**src/rtl/alu_operand_sel.sv**
```systemverilog
// Parametrised N-source operand selector for the ALU input path: selects one source,
// registers it behind a valid/ready handshake with a one-beat skid buffer, flags illegal codes.
module alu_operand_sel #(
    parameter int WIDTH        = 8,
    parameter int NUM_SRC      = 4,
    parameter int SEL_W        = 2,
    parameter bit ILLEGAL_ZERO = 1'b1
) (
    input  logic                     CLK,
    input  logic                     NRST,
    input  logic [NUM_SRC*WIDTH-1:0] SRC_DATA,
    input  logic [SEL_W-1:0]         SRC,
    input  logic                     IN_VALID,
    output logic                     IN_READY,
    output logic [WIDTH-1:0]         OUT_DATA,
    output logic                     OUT_VALID,
    input  logic                     OUT_READY,
    output logic                     ERR,
    input  logic                     ERR_CLR
);

    logic [WIDTH-1:0] out_data_r;
    logic [WIDTH-1:0] out_data_s;
    logic             out_valid_r;
    logic             out_valid_s;
    logic [WIDTH-1:0] skid_data_r;
    logic [WIDTH-1:0] skid_data_s;
    logic             skid_valid_r;
    logic             skid_valid_s;
    logic             in_ready_r;
    logic             in_ready_s;
    logic             err_r;
    logic             err_s;

    logic [WIDTH-1:0] sel_data_s;
    logic             legal_s;
    logic             accept_s;
    logic             enq_s;
    logic [WIDTH-1:0] enq_data_s;
    logic             oreg_free_s;

    // Source mux and classification of the presented beat.
    always_comb begin
        sel_data_s = {WIDTH{1'b0}};
        for (int i = 0; i < NUM_SRC; i++) begin
            sel_data_s = (SRC == SEL_W'(i)) ? SRC_DATA[i*WIDTH +: WIDTH] : sel_data_s;
        end
        legal_s     = (int'(SRC) < NUM_SRC);
        accept_s    = IN_VALID & in_ready_r;
        // An illegal beat is still accepted; ILLEGAL_ZERO decides whether it travels on as zero.
        enq_s       = accept_s & (legal_s | ILLEGAL_ZERO);
        enq_data_s  = legal_s ? sel_data_s : {WIDTH{1'b0}};
        oreg_free_s = ~out_valid_r | OUT_READY;
    end

    // Next-state for output register, skid register, ready flop and sticky error.
    always_comb begin
        out_data_s   = out_data_r;
        out_valid_s  = out_valid_r;
        skid_data_s  = skid_data_r;
        skid_valid_s = skid_valid_r;
        if (oreg_free_s) begin
            if (skid_valid_r) begin
                out_data_s  = skid_data_r;
                out_valid_s = 1'b1;
                if (enq_s) begin
                    skid_data_s  = enq_data_s;
                    skid_valid_s = 1'b1;
                end else begin
                    skid_valid_s = 1'b0;
                end
            end else if (enq_s) begin
                out_data_s  = enq_data_s;
                out_valid_s = 1'b1;
            end else begin
                out_valid_s = 1'b0;
            end
        end else if (enq_s) begin
            skid_data_s  = enq_data_s;
            skid_valid_s = 1'b1;
        end else begin
            skid_valid_s = skid_valid_r;
        end
        in_ready_s = ~skid_valid_s;
        // A new illegal accept outranks a same-cycle clear.
        if (accept_s & ~legal_s) begin
            err_s = 1'b1;
        end else if (ERR_CLR) begin
            err_s = 1'b0;
        end else begin
            err_s = err_r;
        end
    end

    // State registers with asynchronous reset.
    always_ff @(posedge CLK or negedge NRST) begin
        if (!NRST) begin
            out_data_r   <= {WIDTH{1'b0}};
            out_valid_r  <= 1'b0;
            skid_data_r  <= {WIDTH{1'b0}};
            skid_valid_r <= 1'b0;
            in_ready_r   <= 1'b1;
            err_r        <= 1'b0;
        end else begin
            out_data_r   <= out_data_s;
            out_valid_r  <= out_valid_s;
            skid_data_r  <= skid_data_s;
            skid_valid_r <= skid_valid_s;
            in_ready_r   <= in_ready_s;
            err_r        <= err_s;
        end
    end

    assign IN_READY  = in_ready_r;
    assign OUT_DATA  = out_data_r;
    assign OUT_VALID = out_valid_r;
    assign ERR       = err_r;

endmodule
```
**config.mk**
```make
export PLATFORM = sky130hd
export DESIGN_NAME = alu_operand_sel
export DESIGN_NICKNAME = d
export VERILOG_FILES = /design/src/rtl/alu_operand_sel.sv
export SDC_FILE = /design/constraint.sdc
export NUM_CORES = 1
export LEC_CHECK = 0
export ABC_AREA = 1
export BUFFER_PORTS_ARGS = -buffer_cell sky130_fd_sc_hd__buf_2
export CORE_MARGIN = 5
export CORE_UTILIZATION = 40
export DETAILED_ROUTE_END_ITERATION = 6
export PLACE_DENSITY = 0.7
export SYNTH_ARGS = -nofsm -noshare
export SYNTH_HDL_FRONTEND = slang
export SYNTH_SLANG_ARGS = --single-unit
```
**constraint.sdc**
```tcl
create_clock -name CLK -period 2.2 [get_ports CLK]
set_clock_uncertainty 0.15 [all_clocks]
set_input_delay 0.44 -clock CLK [delete_from_list [all_inputs] [get_ports CLK]]
set_output_delay 0.44 -clock CLK [all_outputs]
set_load 0.005 [all_outputs]
```
# After elaboration in Yosys (flattened, before gate mapping)
# Cells that the tools add are included.
totals:
  regBits: 19
  in_bits: 39
  output_inout_bits: 11
  wordCells: 30
op_classes:
  n_eq_ne: 4
  mux: 14
  bitwise: 4
  reduce_logical: 3
op_table:
  columns: ["op", "n"]
  rows:
  - ["two-way mux 8 bit", 9]
  - ["two-way mux 1 bit", 5]
  - ["== test 2 bit, second input constant", 2]
  - ["== test 2 x 1 -> 1 bit, second input constant", 1]
  - ["logical NOT 2 bit", 1]
  - ["inequality test 2 bit, second input constant", 1]
  - ["inverter 1 bit", 2]
  - ["AND reduction 2 bit", 1]
  - ["nonzero test 2 bit", 1]
  - ["bitwise AND 1 bit", 1]
  - ["OR 1 bit", 1]

# Longest topological paths before layout
logic_depth:
  word_depth: 8
  mapped_depth: 8
  ltp_nobuf: 7

# Least setup slack after synthesis
# OpenSTA, ideal clock, no wires.
synth_timing:
  path_type: "in2reg"
  start: "input IN_VALID"
  end: "register out_data_r[5], in the netlist OUT_DATA[5]"
  setup_ns: 0.116
  arrival_ns: 1.126
  t_required_ns: 1.934
  path_slack_ns: 0.807
  stages: 7
  path_buffers: 1
  cell_sequence: "nand2_1 inv_1 o21ai_2 buf_2 nor2_1 nand2_1 nand2_1"
synth_via:
  elab_chain_cells: 3
synth_rtl:
  columns: ["item", "line_no", "source"]
  rows:
  - ["start, declared", "13", "input logic IN_VALID,"]
  - ["bitwise AND 1 bit", "49", "accept_s = IN_VALID & in_ready_r;"]
  - ["nonzero test 2 bit (no line)", null, null]
  - ["AND reduction 2 bit (no line)", null, null]
  - ["end signal, assigned", "98", "out_data_r <= {WIDTH{1'b0}};"]
  - ["end signal, assigned", "105", "out_data_r <= out_data_s;"]
  - ["end, declared", "22", "logic [WIDTH-1:0] out_data_r;"]
# Every way passes these cells.
# A chain may end at the register's enable or synchronous reset.

# Final worst setup path
layout_timing:
  start: "register in_ready_r, in the netlist IN_READY"
  end: "output IN_READY"
layout_lines:
  columns: ["item", "line_no", "source"]
  rows:
  - ["start, declared", "30", "logic in_ready_r;"]
  - ["start signal, assigned", "109", "in_ready_r <= in_ready_s;"]
  - ["end, declared", "14", "output logic IN_READY,"]
# No word-level cell between the ends.

==> flow_metrics.env <==
export IMPL_placed_area_um2=1310
export IMPL_route_vias_total=1077
export IMPL_floorplan_initialDensity_pct=42.6
export IMPL_cts_resized=0
export IMPL_sequentialPowerShare_pct=44.3
export IMPL_n_antenna_cell=0
export IMPL_post_route_period_util_pct=68.8
export IMPL_final_cell_mix="nand2_1, buf_2, dfrtp_1"
export IMPL_r2r_start="IN_READY"
export IMPL_via_per_inst=4.70
export IMPL_wl_per_cell_um=10.6
export IMPL_layout_commonest_cell="nand2_1"
export IMPL_cts_root_buffer="clkbuf_4"
export IMPL_hold_viol_final=0
export IMPL_dp_cells=224
export IMPL_total_leakage_power_nw=0.753
export IMPL_grt_pass1_vias=1029
export IMPL_switching_share_pct=39.7
export IMPL_cp_top_family="flip-flops"
export IMPL_drtIter0Drc=36
export IMPL_clock_latency_ps=290
export IMPL_netSwitchingPower_mw=0.549
export IMPL_cp_required_ps=1610
export IMPL_cts_tree="yes"
export IMPL_antenna_found_initial=0
export IMPL_synthCells=153
export IMPL_path_class="reg -> out"
export IMPL_p_int_mw=0.834
export IMPL_worstHoldStart="OUT_READY"
export IMPL_cp_depth=1
export IMPL_fmax_ghz=0.661
export IMPL_whs_endpoint="OUT_VALID"
export IMPL_clk_pin_slew_ps=100
export IMPL_rrSetupSlack_ps=690
export IMPL_ys_seq_area_share_pct=44.4
export IMPL_ff2ff_path_depth=6
export IMPL_syn_to_final_growth_pct=25.1
export IMPL_synth_cell_area_um2=1070
export IMPL_ir_drop_uv=614
export IMPL_powerDensity_nw_per_um2=1030
export IMPL_avgSynthCellArea_um2=7.02
export IMPL_hold_depth=4
export IMPL_power_frac_comb_pct=43.5
export IMPL_worstMarginPinSlew_ps=654
export IMPL_final_cells=229
export IMPL_grt_max_degree=20
export IMPL_fp_row_count=18
export IMPL_setup_viol=0
export IMPL_utilization_pct=53.3
export IMPL_worstPathArrival_ps=920
export IMPL_dieArea_um2=3820
export IMPL_fillers=245
export IMPL_status="finished, final reports clean"
export IMPL_p_clk_share_pct=12.2
export IMPL_overflow=0
export IMPL_grt_pass1_wl_um=4200
export IMPL_cp_slowest_cell="dfstp_2"
export IMPL_drv_cap=0
export IMPL_firstDrtPassIters=4
export IMPL_numCtsBuffers=3
export IMPL_min_path_type="in -> reg"
export IMPL_coreArea_um2=2520
export IMPL_grtUsageTotal_pct=14.2
export IMPL_drv_slew=0
export IMPL_drive_gt1_share_pct=29.1
export IMPL_end_kind="primary output"
export IMPL_die_w_um=61.8
export IMPL_io_pins=50
export IMPL_slowest_delay_ps=530
export IMPL_postRouteAntennaNets=0
export IMPL_port_buffers=47
export IMPL_cts_sinks=19
export IMPL_crit_path_cell_trace="buf_2"
export IMPL_stdcell_area_um2=1350
export IMPL_h_tree_depth=1
export IMPL_slew_headroom_pct=56.4
export IMPL_drcViolationCount=0
export IMPL_yosys_warnings=0
export IMPL_cts_path_max_buffers=2
export IMPL_yosysUniqueCellTypes=18
export IMPL_hpwlAfterDp_um=1860
export IMPL_finalSetupTns_ps=0
export IMPL_worst_path_max_fanout=2
export IMPL_startpoint_type="flop"
export IMPL_post_route_min_period_ps=1510
export IMPL_die_h_um=61.8
export IMPL_rsz0062_at_grt="no"
export IMPL_gp_congestion=0.764
export IMPL_crit_buf_inv=1
export IMPL_synth_seq_cells=19
export IMPL_final_nets=239
export IMPL_r2r_end="OUT_DATA[2]"
export IMPL_synth_fp_nets=192
export IMPL_finalWirelength_um=2420
power by group through the flow:
| stage | clock network (mW) | registers (mW) | logic (mW) |
|---|---|---|---|
| finish | 0.169 | 0.612 | 0.602 |
| global route | 0.187 | 0.637 | 0.726 |
| CTS | 0.175 | 0.612 | 0.611 |
| detailed placement | 0 | 0.617 | 0.601 |
| global placement | 0 | 0.607 | 0.596 |
| floorplan | 0 | 0.619 | 0.408 |
what timing repair did:
item,CTS,global route
hold buffers,1,0
hold endpoints to repair,18,0
buffers inserted,0,0
cells in the mapped netlist:
library cell / number / area share [%]
nor2_2: 2 / 1.2
o21ai_1: 8 / 3.7
buf_6: 1 / 1.0
conb_1: 1 / 0.35
nand3_1: 16 / 7.5
dfrtp_1: 18 / 42
nand2_2: 1 / 0.58
buf_4: 1 / 0.70
inv_2: 2 / 0.70
o21ai_2: 2 / 1.6
o21ai_0: 9 / 4.2
dfstp_2: 1 / 2.4
buf_2: 4 / 1.9
nor2_1: 16 / 5.6
or2_1: 1 / 0.58
nand2_1: 58 / 20
inv_1: 5 / 1.7
or2_0: 7 / 4.1
how the worst max path moves through the flow:
stage                     startpoint           to  slack, ps
after floorplan             IN_VALID  OUT_DATA[5]        810
after detailed placement    IN_VALID  OUT_DATA[2]        520
after global placement      IN_VALID  OUT_DATA[2]        540
after global routing        IN_READY  OUT_DATA[7]        530
final                       IN_READY     IN_READY        690
after CTS                   IN_READY  OUT_DATA[2]        670
flip-flops by register name, summed over array words and instances (netlist names):
register	flops
OUT_DATA	8
skid_data_r	8
IN_READY	1
OUT_VALID	1
skid_valid_r	1
final cells by class:
| type | instances | area [um2] | share of cell area (%) |
|---|---|---|---|
| clock buffers | 4 | 26.3 | 1.95 |
| inverters | 7 | 26.3 | 1.95 |
| multi-input cells | 121 | 533 | 39.6 |
| flip-flops and latches | 19 | 477 | 35.4 |
| well taps | 30 | 37.5 | 2.79 |
| repair buffers | 48 | 245 | 18.2 |
layer usage:
metal | up-vias | GRT usage [%] | wire (um)
met5 | - | 0 | 0
met4 | 0 | 4.55 | 34
met3 | 5 | 1.65 | 214
met2 | 52 | 22.3 | 978
met1 | 442 | 20.2 | 1190
li1 | 578 | - | -
through the flow:
stage / hold WS, ps / setup slack [ps] / power (mW)
after floorplan: -5.59 / 807 / 1.03
after global placement: 240 / 543 / 1.20
after detailed placement: 248 / 521 / 1.22
after CTS: 277 / 669 / 1.40
after global routing: 292 / 530 / 1.55
final: 280 / 687 / 1.38
cell families (layout without fill, tap and decap cells):
logic type	count (synthesis)	count (layout)	share of synthesized area, %
compound gates	19	19	9.55
buf+inv	13	59	6.05
flops	19	19	44.4
other cells	1	1	0.349
simple gates	101	101	39.7
No activity file was read; power rests on OpenSTA's default activity.
